File: src/rtl/gt_result_packer_pkg.sv
// Shared defaults and constant helpers for the gt comparator result packer.
package gt_result_packer_pkg;

  localparam int unsigned DEF_WIDTH   = 32;
  localparam int unsigned DEF_COUNT_W = 6;

  // Smallest r with 2**r >= v; usable in constant expressions.
  function automatic int unsigned clog2_u(input int unsigned v);
    int unsigned r;
    r = 0;
    while ((64'd1 << r) < 64'(v)) begin
      r = r + 1;
    end
    return r;
  endfunction

endpackage

File: src/rtl/gt_result_packer.sv
// Packs the 1-bit gt result stream LSB-first into WIDTH-bit words on a
// valid/ready port; flush closes out a partial word.
module gt_result_packer
  import gt_result_packer_pkg::*;
#(
  parameter int unsigned WIDTH   = DEF_WIDTH,
  parameter int unsigned COUNT_W = DEF_COUNT_W
) (
  input  logic               clk,
  input  logic               rst_n,
  input  logic               in_valid,
  input  logic               in_z,
  output logic               in_ready,
  input  logic               flush,
  output logic               out_valid,
  input  logic               out_ready,
  output logic [WIDTH-1:0]   out_data,
  output logic [COUNT_W-1:0] out_count
);

  if (WIDTH < 2 || WIDTH > 64) begin : g_bad_width
    $error("gt_result_packer: WIDTH must be in 2..64");
  end
  if (COUNT_W < clog2_u(WIDTH + 1)) begin : g_bad_count_w
    $error("gt_result_packer: COUNT_W too narrow to hold WIDTH");
  end

  logic [WIDTH-1:0]   r_acc;
  logic [COUNT_W-1:0] r_acc_cnt;
  logic               r_flush_pend;
  logic               r_out_valid;
  logic [WIDTH-1:0]   r_out_data;
  logic [COUNT_W-1:0] r_out_count;

  logic               w_full;
  logic               w_slot_free;
  logic               w_xfer;
  logic               w_accept;
  logic [COUNT_W-1:0] w_pos;
  logic [WIDTH-1:0]   w_acc_base;
  logic [WIDTH-1:0]   w_acc_next;
  logic [COUNT_W-1:0] w_cnt_next;
  logic               w_flush_pend_next;

  // Handshake decode; a draining word frees the accumulator for a bit in the same cycle.
  always_comb begin
    w_full      = (r_acc_cnt == COUNT_W'(WIDTH));
    w_slot_free = !r_out_valid || out_ready;
    w_xfer      = w_slot_free && (w_full || (r_flush_pend && (r_acc_cnt != '0)));
    in_ready    = w_xfer || (!w_full && !r_flush_pend);
    w_accept    = in_valid && in_ready;
  end

  // Next accumulator state: on xfer the incoming bit becomes bit 0 of the next word.
  always_comb begin
    w_pos      = w_xfer ? '0 : r_acc_cnt;
    w_acc_base = w_xfer ? '0 : r_acc;
    w_cnt_next = w_pos + COUNT_W'(w_accept);
    w_acc_next = w_acc_base;
    if (w_accept) begin
      w_acc_next = w_acc_base | (WIDTH'(in_z) << w_pos);
    end
    w_flush_pend_next = (r_flush_pend && !w_xfer) || (flush && (w_cnt_next != '0));
  end

  always_ff @(posedge clk or negedge rst_n) begin
    if (!rst_n) begin
      r_acc        <= '0;
      r_acc_cnt    <= '0;
      r_flush_pend <= 1'b0;
    end else begin
      r_acc        <= w_acc_next;
      r_acc_cnt    <= w_cnt_next;
      r_flush_pend <= w_flush_pend_next;
    end
  end

  // Output register: held while the consumer stalls.
  always_ff @(posedge clk or negedge rst_n) begin
    if (!rst_n) begin
      r_out_valid <= 1'b0;
      r_out_data  <= '0;
      r_out_count <= '0;
    end else if (w_xfer) begin
      r_out_valid <= 1'b1;
      r_out_data  <= r_acc;
      r_out_count <= r_acc_cnt;
    end else if (out_ready) begin
      r_out_valid <= 1'b0;
    end
  end

  assign out_valid = r_out_valid;
  assign out_data  = r_out_data;
  assign out_count = r_out_count;

endmodule

File: config.mk
export PLATFORM = sky130hd
export DESIGN_NAME = gt_result_packer
export DESIGN_NICKNAME = d
export VERILOG_FILES = /design/src/rtl/gt_result_packer_pkg.sv /design/src/rtl/gt_result_packer.sv
export SDC_FILE = /design/constraint.sdc
export NUM_CORES = 1
export LEC_CHECK = 0
export ABC_CLOCK_PERIOD_IN_PS = 4500
export CAP_MARGIN = 10
export CORE_MARGIN = 1
export CORE_UTILIZATION = 45
export CTS_CLUSTER_DIAMETER = 40
export CTS_CLUSTER_SIZE = 30
export DETAILED_ROUTE_END_ITERATION = 10
export GPL_ROUTABILITY_DRIVEN = 0
export PLACE_DENSITY = 0.68
export SETUP_SLACK_MARGIN = 0.02
export SLEW_MARGIN = 15
export SYNTH_ARGS = -nofsm -noshare
export SYNTH_HDL_FRONTEND = slang
export SYNTH_SLANG_ARGS = --single-unit
File: constraint.sdc
create_clock -name clk -period 4.5 [get_ports clk]
set_clock_uncertainty 0.2 [all_clocks]
set_input_delay 0.9 -clock clk [delete_from_list [all_inputs] [get_ports clk]]
set_output_delay 0.9 -clock clk [all_outputs]
set_load 0.01 [all_outputs]
==> metrics.cfg <==
[die]
rows=30
die_x_um=87.1
core_area_sq_um=6910
initial_core_util_pct=47.2
fp.dieH_um=87.1
io_pins=46
design.die.area_sq_um=7590

[logic_synthesis]
synth.distinct_cells=47
syn_inst=261
synth_compound_area_share_pct=10.2
ys.warnings.count=0
async_flop_share_pct=100
synth_xor_area_share_pct=1.34
syn_avg_cell_area_sq_um=12.5
ys.flop_type=dfrtp_1
muxShareOfSynthArea_pct=13.9
ys_seq_area_share_pct=59.8
synth_area_sq_um=3260
synth_simple_gate_area_share_pct=10.7
synth_edf_count=0
synth_adder_area_share_pct=0.767
ys_ff_latch=78
synth_top_family_by_area=multiplexers
synth_nets=269

[global_routing]
overflow=0
grt_antenna_before_repair=0
grt_max_degree=79
grt_pass1_vias=2087
grt_use_total_pct=18.6
grt_pass1_wl_um=10600

[final_layout]
diodes=0
final_nets=313
utilization_pct=57.7
regArea_sq_um=1950
multi_input_area_sq_um=1200
fill_cells=614
area_growth_pct=22.1
drive_above_1_share_pct=19.0
final_area_sq_um=3980

[sta]
rsz0062_at_grt=no
drv_slew=0
tns_ps=0
timing.final.crit_share_pct=83.1
period_minus_slack_ps=3740
worst_slack_ps=758
slew_headroom_pct=36.5
hold_viol_final=0
worstMarginPinSlew_ps=953
finalSetupViolations=0
max_freq_mhz=267

[clock_tree]
cts_hold_buf=0
clock-sinks=78
path_clk_slew_ps=80
cts_buffers=9
ctsResizeCount=0
cts_tree=yes
cts_buffer_depth=2
htreeDepth=3
clk-insertion-delay-late_ps=350
postCtsSetupBuffers=0
root_buffer=clkbuf_8

[setup_path]
worst-setup-path-type=in2out
cp_data_arrival_time_ps=2640
cp-end-kind=output port
crit_path_start_kind=primary input
critPathMaxFanout=12
required_ps=3400
reg2reg_from=r_acc_cnt[3]
critPathLaunch=out_ready

[drt]
vias_per_cell=5.33
post-route-drc-count=0
drt-wirelength-per-cell_um=15.6
drt-pass1-iter-count=4
via_count=2166
drt_wl_total_um=6330
ant_nets=0
first_iter_violations=133

[power]
vdd_drop_max_uv=197
share_comb_of_total_power_pct=26.6
internal_power_mw=1.29
p_clk_share_pct=30.8
switchingPower_uw=605
power_density_nw_per_um2=475
p_leak_nw=1.86
p_sw_share_pct=32.0
p_seq_share_pct=42.6

[job]
drv_cap=0

[placement]
dp_hpwl_um=3990
portBuffers=45
dpl_cell_area_sq_um=3760
pre_cts_ws_ps=756

[outcome]
outcome=complete, no violations

[min_path]
min_from=out_data[9]
hold_path.class=reg2reg

-- layer usage --
layer	GRT usage [%]	routed length [um]	share of wire [%]	vias up
met5	0	0	0	-
met4	8.64	122	1.9	0
met3	3.70	280	4.4	10
met2	27.6	2870	45	56
met1	26.5	3050	48	1077
li1	-	-	-	1023
-- worst max-delay path, cell delays in order --
cell,delay [ps]
clkdlybuf4s50_1,450
nand2b_1,380
o31ai_1,140
a21oi_1,210
clkdlybuf4s50_1,560
-- final timing paths --
kind / end / cells after the start / slack [ps]
setup / recovery: in_ready / 5 / 760
hold / removal: out_data[9] / 1 / 300
setup reg to reg: r_flush_pend / 8 / 1310
hold reg to reg: out_data[9] / 1 / 300
max in group asynchronous: r_acc[10] / 1 / 3000
min in group asynchronous: out_count[5] / 1 / 500
-- cells in the final DEF (no fill, tap or decap), types with 3 or more instances in the layout --
| master | Yosys | final |
|---|---|---|
| buf_4 | 1 | 4 |
| a32o_1 | 5 | 5 |
| a22o_1 | 6 | 6 |
| nand2_1 | 9 | 9 |
| nor2_1 | 34 | 34 |
| a21oi_1 | 20 | 20 |
| dfrtp_1 | 78 | 78 |
| nor2b_1 | 3 | 3 |
| clkbuf_8 | 0 | 9 |
| a31oi_1 | 7 | 7 |
| mux2_2 | 35 | 35 |
| mux2_1 | 3 | 3 |
| xor2_1 | 3 | 3 |
| clkdlybuf4s50_1 | 0 | 44 |
| and2_1 | 4 | 4 |
| inv_1 | 4 | 4 |
-- through the flow --
stage	instances	hold WS, ps	power [mW]
after floorplan	261	255	1.20
after global placement	390	273	1.32
after detailed placement	390	282	1.33
after CTS	406	300	1.91
after global routing	406	317	1.99
final	406	296	1.89
-- cell families (layout without fill, tap and decap cells) --
family                   count (synthesis)  in the layout
flip-flops                              78             78
AND/OR/NAND/NOR                         69             69
AO/OA/AOI/OAI                           48             48
multiplexers                            40             40
buffers and inverters                   19             68
XOR/XNOR                                 5              5
adder cells (fa/ha/maj)                  2              2
-- flip-flops by register name, summed over array words and instances, names as in the netlist --
name and flops:
r_flush_pend 1, out_count 6, out_data 32, r_acc_cnt 6
r_acc 32, out_valid 1
-- area by class of cell --
class                   count  share of cell area (%)
inverters                   4                   0.377
clock buffers              10                    3.20
multi-input cells         164                    30.2
repair buffers             48                    11.8
well taps                  96                    3.02
flip-flops and latches     78                    49.0
clock inverters             6                    2.39
-- power by group through the flow --
stage / sequential (mW) / combinational, mW / clock, mW
floorplan: 0.806 / 0.393 / 0
global placement: 0.817 / 0.504 / 0
detailed placement: 0.819 / 0.509 / 0
CTS: 0.804 / 0.510 / 0.592
global route: 0.815 / 0.549 / 0.624
finish: 0.806 / 0.504 / 0.582
-- cells in the mapped netlist (4+ instances only) --
| cell type | count | area share [%] |
|---|---|---|
| a21oi_1 | 20 | 3.1 |
| a22o_1 | 6 | 1.6 |
| a31oi_1 | 7 | 1.3 |
| a32o_1 | 5 | 1.5 |
| and2_1 | 4 | 0.77 |
| buf_6 | 4 | 1.4 |
| clkbuf_1 | 7 | 0.81 |
| dfrtp_1 | 78 | 60 |
| inv_1 | 4 | 0.46 |
| mux2_2 | 35 | 12 |
| nand2_1 | 9 | 1.0 |
| nor2_1 | 34 | 3.9 |
No activity file was read; power rests on OpenSTA's default activity.
